[src/rtl/block_transfer_unit_pkg.sv]
// Shared types and constants for the LDM/STM block transfer sequencer.
package block_transfer_pkg;

  typedef enum logic [1:0] {
    S_IDLE,
    S_SETUP,
    S_XFER,
    S_FINISH
  } bt_state_t;

  // Addressing mode encodings as {P, U}.
  localparam logic [1:0] MODE_DA = 2'b00;
  localparam logic [1:0] MODE_IA = 2'b01;
  localparam logic [1:0] MODE_DB = 2'b10;
  localparam logic [1:0] MODE_IB = 2'b11;

  localparam int unsigned WORD_BYTES = 4;

  function automatic logic [4:0] popcount16(input logic [15:0] v);
    logic [4:0] c;
    c = '0;
    for (int unsigned i = 0; i < 16; i++) c = c + {4'b0000, v[i]};
    return c;
  endfunction

endpackage

[src/rtl/block_transfer_unit_lowest_set_bit16.sv]
// Priority encoder: index of the lowest set bit of a 16-bit vector.
module lowest_set_bit16 (
  input  logic [15:0] vec,
  output logic [3:0]  idx,
  output logic        valid
);

  always_comb begin
    idx   = '0;
    valid = 1'b0;
    for (int unsigned i = 0; i < 16; i++) begin
      if (!valid && vec[i]) begin
        idx   = 4'(i);
        valid = 1'b1;
      end
    end
  end

endmodule

[src/rtl/block_transfer_unit.sv]
// LDM/STM sequencer: one memory word access per listed register, ascending,
// followed by optional base writeback in FINISH.
module block_transfer_unit
  import block_transfer_pkg::*;
#(
  parameter int unsigned DATA_WIDTH = 32
) (
  input  logic                  clk,
  input  logic                  reset_n,
  input  logic                  start,
  input  logic                  is_load,
  input  logic                  write_back,
  input  logic                  pre_index,
  input  logic                  up,
  input  logic [15:0]           reg_list,
  input  logic [3:0]            base_reg_addr,
  input  logic [DATA_WIDTH-1:0] base_value,
  output logic                  busy,
  output logic                  done,
  output logic [3:0]            reg_read_addr,
  input  logic [DATA_WIDTH-1:0] reg_read_data,
  output logic                  reg_write_enable,
  output logic [3:0]            reg_write_addr,
  output logic [DATA_WIDTH-1:0] reg_write_data,
  output logic                  base_write_enable,
  output logic [3:0]            base_write_addr,
  output logic [DATA_WIDTH-1:0] base_write_data,
  output logic                  mem_req,
  output logic                  mem_write,
  output logic [DATA_WIDTH-1:0] mem_addr,
  output logic [DATA_WIDTH-1:0] mem_wdata,
  input  logic                  mem_ready,
  input  logic [DATA_WIDTH-1:0] mem_rdata
);

  bt_state_t             state;
  logic                  load_q, wb_q, pre_q, up_q;
  logic [15:0]           list_q, mask_q, next_mask;
  logic [3:0]            base_addr_q, cur_reg;
  logic                  cur_valid, base_we_next;
  logic [DATA_WIDTH-1:0] base_q, span, step, first_addr, final_base;
  logic [4:0]            cnt;

  lowest_set_bit16 u_lsb (
    .vec  (mask_q),
    .idx  (cur_reg),
    .valid(cur_valid)
  );

  always_comb begin
    cnt        = popcount16(list_q);
    step       = DATA_WIDTH'(WORD_BYTES);
    span       = DATA_WIDTH'(cnt) * step;
    final_base = up_q ? base_q + span : base_q - span;
    case ({pre_q, up_q})
      MODE_IA: first_addr = base_q;
      MODE_IB: first_addr = base_q + step;
      MODE_DA: first_addr = base_q - span + step;
      default: first_addr = base_q - span;
    endcase
    next_mask    = mask_q & (mask_q - 16'd1);
    // A loaded base value takes precedence over the writeback.
    base_we_next = wb_q && (cnt != 5'd0) && !(load_q && list_q[base_addr_q]);
  end

  // Store data passes straight from the register file read port.
  assign reg_read_addr = (state == S_XFER && !load_q) ? cur_reg : '0;
  assign mem_wdata     = (state == S_XFER && !load_q) ? reg_read_data : '0;

  always_ff @(posedge clk or negedge reset_n) begin
    if (!reset_n) begin
      state             <= S_IDLE;
      load_q            <= 1'b0;
      wb_q              <= 1'b0;
      pre_q             <= 1'b0;
      up_q              <= 1'b0;
      list_q            <= '0;
      mask_q            <= '0;
      base_addr_q       <= '0;
      base_q            <= '0;
      busy              <= 1'b0;
      done              <= 1'b0;
      reg_write_enable  <= 1'b0;
      reg_write_addr    <= '0;
      reg_write_data    <= '0;
      base_write_enable <= 1'b0;
      base_write_addr   <= '0;
      base_write_data   <= '0;
      mem_req           <= 1'b0;
      mem_write         <= 1'b0;
      mem_addr          <= '0;
    end else begin
      done              <= 1'b0;
      reg_write_enable  <= 1'b0;
      base_write_enable <= 1'b0;
      case (state)
        S_IDLE: begin
          if (start) begin
            load_q      <= is_load;
            wb_q        <= write_back;
            pre_q       <= pre_index;
            up_q        <= up;
            list_q      <= reg_list;
            base_addr_q <= base_reg_addr;
            base_q      <= base_value;
            busy        <= 1'b1;
            state       <= S_SETUP;
          end
        end
        S_SETUP: begin
          mask_q          <= list_q;
          base_write_addr <= base_addr_q;
          base_write_data <= final_base;
          if (cnt != 5'd0) begin
            state     <= S_XFER;
            mem_req   <= 1'b1;
            mem_write <= !load_q;
            mem_addr  <= first_addr;
          end else begin
            state <= S_FINISH;
            done  <= 1'b1;
          end
        end
        S_XFER: begin
          if (mem_ready && cur_valid) begin
            mask_q <= next_mask;
            if (load_q) begin
              reg_write_enable <= 1'b1;
              reg_write_addr   <= cur_reg;
              reg_write_data   <= mem_rdata;
            end
            if (next_mask == '0) begin
              state             <= S_FINISH;
              mem_req           <= 1'b0;
              mem_write         <= 1'b0;
              mem_addr          <= '0;
              done              <= 1'b1;
              base_write_enable <= base_we_next;
            end else begin
              mem_addr <= mem_addr + step;
            end
          end
        end
        S_FINISH: begin
          busy  <= 1'b0;
          state <= S_IDLE;
        end
        default: state <= S_IDLE;
      endcase
    end
  end

endmodule

[config.mk]
export PLATFORM = sky130hd
export DESIGN_NAME = block_transfer_unit
export DESIGN_NICKNAME = d
export VERILOG_FILES = /design/src/rtl/block_transfer_unit_pkg.sv /design/src/rtl/block_transfer_unit_lowest_set_bit16.sv /design/src/rtl/block_transfer_unit.sv
export SDC_FILE = /design/constraint.sdc
export NUM_CORES = 1
export LEC_CHECK = 0
export BUFFER_PORTS_ARGS = -buffer_cell sky130_fd_sc_hd__buf_2
export CORE_UTILIZATION = 57
export CTS_BUF_LIST = sky130_fd_sc_hd__clkbuf_2 sky130_fd_sc_hd__clkbuf_4 sky130_fd_sc_hd__clkbuf_8
export DETAILED_ROUTE_END_ITERATION = 10
export GPL_TIMING_DRIVEN = 0
export PLACE_DENSITY = 0.93
export SYNTH_ARGS = -nofsm -noshare
export SYNTH_HDL_FRONTEND = slang
export SYNTH_SLANG_ARGS = --single-unit
[constraint.sdc]
create_clock -name clk -period 8.7 [get_ports clk]
set_input_delay 1.74 -clock clk [delete_from_list [all_inputs] [get_ports clk]]
set_output_delay 1.74 -clock clk [all_outputs]
set_load 0.02 [all_outputs]
======== Word-level counts from Yosys, hierarchy flattened ========
Index checks and enable logic that the tools add are counted.
word-level totals
  logic and storage cells ................. 168
  flip-flop bits (word level) ............. 184
  output and inout port bits .............. 146
cells by class
  reductions and logical operators ........ 50
  bitwise gates (word level) .............. 1
  add/sub/neg operators ................... 21
  equal/unequal tests ..................... 9
  order comparisons ....................... 1
  muxes and demuxes ....................... 66
operator list
  cell                   number
  $mux 32                5
  $add 32x3->32 const B  3
  $pmux 32 s3            1
  $pmux 32 s2            1
  $add 5x1->5            11
  $mux 4                 9
  $mux 1                 33
  $add 32x7->32          1
  $pmux 16 s2            1
  $sub 32x7->32          1
  $logic_and 1x1->1      20
  $logic_not 1->1        17
  $and 16x16->16         1
  $logic_not 16->1       1
  $mux 16                1
  $sub 16x1->16 const B  1
  $mux 3                 4
  $mux 2                 5
  $reduce_and 3->1       3
  $pmux 1 s2             4
  $pmux 2 s4             1
  $eq 2x2->1 const B     3
  $reduce_and 2->1       3
  $add 4x1->5            1
  other kinds (12)       17

======== Longest topological paths before layout ========
  depth in word-level cells ............... 49
  depth in mapped cells ................... 25
  mapped depth without buffers ............ 23

======== Modules after synthesis ========
Synthesis repeated with hierarchy kept, for this count alone.
second synthesis, totals
  cell total of the unflattened synthesis .. 1443
  area, all modules ....................... 12569.6 µm²
modules (own cells, without submodules)
  module               cells an instance  instances  area an instance (µm²)
  block_transfer_unit  1413               1          12385.6
  lowest_set_bit16     30                 1          183.9

======== Worst setup path before layout ========
No wires, ideal clock.
  path type ............................... reg-to-reg
  start point ............................. reg list_q[11]
  end point ............................... reg mem_addr[30]
  cell stages (with the launch flop) ...... 24
  setup slack ............................. 2485 ps
  library setup time ...................... 87 ps
  data required time ...................... 8613 ps
  data arrival time ....................... 6128 ps
  period minus slack after synthesis ...... 6215 ps
  path through ............................ dfrtp_1 fa_1 inv_1 fa_1 inv_1 fa_1 inv_1 fa_1 inv_1 ha_1 inv_1 fa_1 xor2_1 inv_1 ha_1 buf_2 nand2b_1 a211oi_1 o31a_1 o221ai_1 nor4_1 nand4b_1 or3_1 o211ai_1
on the way
  longest elaborated chain between the ends .. 10
  elaborated cells on any way between the ends .. 13
ends and longest elaborated chain
  what                        line                                                  source
  start: declaration          block_transfer_unit.sv:38                             logic [15:0] list_q, mask_q, next_mask;
  start signal: assignment    block_transfer_unit.sv:103                            list_q <= reg_list;
  $add 5x1->5 * (5 in a row)  block_transfer_unit_pkg.sv:22                         for (int unsigned i = 0; i < 16; i++) c = c + {4'b0000, v[i]};
  $sub 32x7->32               block_transfer_unit.sv:58, block_transfer_unit.sv:59
  $add 32x3->32               block_transfer_unit.sv:58                             MODE_DA: first_addr = base_q - span + step;
  $pmux 32 s3                 block_transfer_unit.sv:55                             case ({pre_q, up_q})
  $mux 32                     block_transfer_unit.sv:114                            if (cnt != 5'd0) begin
  $pmux 32 s2                 block_transfer_unit.sv:96                             case (state)
  end signal: assignment      block_transfer_unit.sv:118                            mem_addr <= first_addr;
  end signal: assignment      block_transfer_unit.sv:140                            mem_addr <= mem_addr + step;
  end: declaration            block_transfer_unit.sv:30                             output logic [DATA_WIDTH-1:0] mem_addr,
Every way passes the cells marked *; elsewhere a longest branch is shown, timed or not. The select of a mux whose other input is x is not followed.
A chain may end at the register's enable or synchronous reset.

======== Worst setup path after layout ========
Same ends and word-level chain as after synthesis.

==> parameters.txt <==
Parameter                              Value

Detailed routing
  Detailed-route wire length    43.8 mm
  Count of routing violations after the opening detailed-route iteration    1,473
  Via count normalized by instance count    6.39
  Iteration count of the initial detailed-routing pass    6
  Wire length per cell    21.4 um
  Count of vias placed by the detailed router    13,100
  Antenna Violating Nets Remaining    0
  DRC violation count after routing    0

Worst setup path
  Cell at the slowest stage of the critical path    sky130_fd_sc_hd__a211oi_1
  Worst endpoint data arrival time    8030 ps
  Startpoint type of the worst setup path    flop
  Maximum fanout along the worst path    9
  Category of the worst setup path capture point    flop
  Worst path required time    9130 ps
  Cell breakdown of the critical path    fa_1 -> inv_1 -> fa_1 -> inv_1 -> fa_1 -> inv_1 -> fa_1 -> inv_1 -> ha_1 -> inv_1 -> fa_1 -> xor2_1 -> inv_1 -> ha_1 -> buf_2 -> nand2b_1 -> a211oi_1 -> o31a_1 -> o221ai_1 -> nor4_1 -> nand4b_1 -> or3_1 -> o211ai_1
  Most numerous cell on the critical path    sky130_fd_sc_hd__inv_1
  CP max stage delay    1040 ps
  Classification of the worst setup path    flop to flop

Clock network
  Number of sinks driven by the clock tree    184
  Max Buffers Root-to-Sink    2
  Clock tree from TritonCTS    yes
  Cts bufs inserted    17
  Post-cts gate resize count    0
  Clock-pin slew of the registers on the worst-case setup and hold paths    140 ps
  CTS Root Cell    sky130_fd_sc_hd__clkbuf_8
  Number of setup buffers added after CTS    0
  Number of levels the H-tree was split into    4
  Worst-Skew Late Latency    500 ps
  Hold-fix buffer count after cts    0

Timing
  Count of final max-slew check failures    0
  Final min period    7600 ps
  Setup skew after layout    28.0 ps
  Count of final hold-check violations    0
  Relative slew slack    0.107
  Endpoints failing setup    0
  Setup_tns    0 ps
  Unrepaired setup endpoints after global routing    false
  Slew at the pin closest to its max-slew limit    1330 ps
  Tcrit/Tclk final    0.873
  Final setup margin    1100 ps
  Maximum frequency from static timing analysis    132 MHz

Finish
  Post-layout net count    1,920
  Ratio of cells with drive above 1 in the final layout    0.244
  Antenna cell count    0
  Number of fill cells    1,759
  Area growth from synthesis to final layout    16.9%
  Fin util    0.682

Synth
  Share of synthesized area occupied by flip-flops and latches    0.360
  Synthesized netlist cell count    1,470
  Number of storage elements in the synthesis netlist    184
  Top_reg_cell synth    sky130_fd_sc_hd__dfrtp_1
  Syn Nets    1,631
  Syn Std Cell Area    12,800 sq um
  Synthesized area divided by synthesized cell count    8.69 sq um
  Async set-or-reset flop fraction in the synthesized netlist    1.00
  Synth unique cells    86
  EDFF count, synth    0
  Synth warnings    0

Run status
  Status    complete, no violations

Placement
  Final weighted congestion in routability-driven placement    1.04
  Half-perimeter wire length of the detailed placement result    33.9 mm
  Worst slack after detailed placement    1260 ps
  IO buf count    269

Run
  Total of max-cap violations    0

Floorplan
  Core area    21,900 sq um
  Standard-cell rows    54
  Die W    152 um
  Initial standard-cell utilization of the core    0.584
  Die Height    152 um
  # IOs    270
  Area of the die    23,000 sq um

GRT
  First-pass GRT wire length    66.7 mm
  All-layer global routing usage    0.383
  Largest net degree at the start of global routing    116
  Initial antenna violation count    0
  Remaining Overflow, GRT    0
  Vias in the first global route    12,000

Min path
  Kind of path behind the tightest hold check    flop to flop
per-stage QoR:
stage | cells | cell area [sq um] | hold slack [ps]
after floorplan | 1470 | 12800 | 473
after global placement | 2019 | 14500 | 454
after detailed placement | 2020 | 14500 | 457
after CTS | 2051 | 14900 | 483
after global routing | 2051 | 14900 | 502
final | 2051 | 14900 | 481
path summary, 6_finish.rpt:
kind,start,end,slack (ps),depth (start not counted)
setup / recovery,list_q[11],mem_addr[30],1100,23
hold / removal,reg_write_data[26],reg_write_data[26],480,2
setup reg to reg,list_q[11],mem_addr[30],1100,23
hold reg to reg,reg_write_data[26],reg_write_data[26],480,2
max in group asynchronous,reset_n,reg_write_enable,6560,2
min in group asynchronous,reset_n,base_q[20],1150,1
cell usage in the layout, fill, tap and decap left out, drive strengths merged, types with 7 or more instances in the layout:
cell type and n:
mux2i 11, nor3b 7, a221oi 12, inv 64, fa 12, nand2b 10, o211ai 14, nor4 17
a21oi 79, nand3b 7, o21ai 87, a22o 10, buf 282, or3 14, and2 36, a21o 14
nor2 97, clkbuf 104, or4 13, xor2 31, mux2 93, nand3 48, a31oi 17, o31ai 8
dfrtp 184, nand2 181, xnor2 42, nor2b 15, a211oi 15, nand4 25, ha 25, nor3 48
and3 25, o21a 7, or2 10, o22ai 15
area by class of cell:
| class | instances | area (sq um) | share of cell area |
|---|---|---|---|
| flip-flops and latches | 184 | 4600 | 0.308 |
| well taps | 280 | 350 | 0.0235 |
| plain buffers | 99 | 395 | 0.0265 |
| inverters | 59 | 221 | 0.0148 |
| repair buffers | 270 | 1380 | 0.0927 |
| clock buffers | 17 | 234 | 0.0157 |
| multi-input cells | 1128 | 7560 | 0.506 |
| clock inverters | 14 | 181 | 0.0121 |
synthesized netlist by cell type, drive strengths merged, types with 8 or more instances:
cell	n	area, sq um
a211oi	15	118
a21o	14	105
a21oi	79	395
a221oi	12	105
a22o	10	87.6
a31oi	17	106
and2	36	225
and3	25	156
buf	12	68.8
clkbuf	87	327
dfrtp	184	4600
fa	12	240
ha	25	313
inv	58	218
mux2	93	1050
mux2i	11	110
nand2	181	679
nand2b	10	62.6
nand3	48	240
nand4	25	156
nor2	97	364
nor2b	15	93.8
nor3	48	240
nor4	17	125
o211ai	14	105
o21ai	87	447
o22ai	15	93.8
o31ai	8	60.1
or2	10	62.6
or3	14	92.6
or4	13	101
xnor2	42	368
xor2	31	272
registers in the layout (all words and copies together) (netlist names), 4 cells and up:
signal,cells
reg_write_addr,4
list_q,16
base_addr_q,4
mask_q,16
mem_addr,32
base_q,32
base_write_data,32
base_write_addr,4
reg_write_data,32
routing by layer:
layer	part of all wire	track usage
met1	0.40	0.534
met2	0.46	0.604
met3	0.11	0.0704
met4	0.031	0.120
met5	0	0
logic make-up (layout without fill, tap and decap cells):
logic type / count (synthesis) / in the layout / synth area share
buffers and inverters: 158 / 459 / 0.0483
adder cells (fa/ha/maj): 39 / 39 / 0.0448
AO/OA/AOI/OAI: 338 / 338 / 0.174
XOR/XNOR: 73 / 73 / 0.0500
multiplexers: 109 / 109 / 0.0994
flip-flops: 184 / 184 / 0.360
AND/OR/NAND/NOR: 569 / 569 / 0.224
worst max-delay path, delay by kind of cell (launching register included):
kind / cells / cell delay (ps)
AND/OR/NAND/NOR: 4 / 1530
flip-flops: 1 / 490
buffers and inverters: 7 / 570
XOR/XNOR: 1 / 380
adder cells (fa/ha/maj): 7 / 2790
AO/OA/AOI/OAI: 4 / 1780
Power is left out: the tool's default activity adds up to more than one toggle a clock period on the data nets, which glitch-free logic cannot reach.
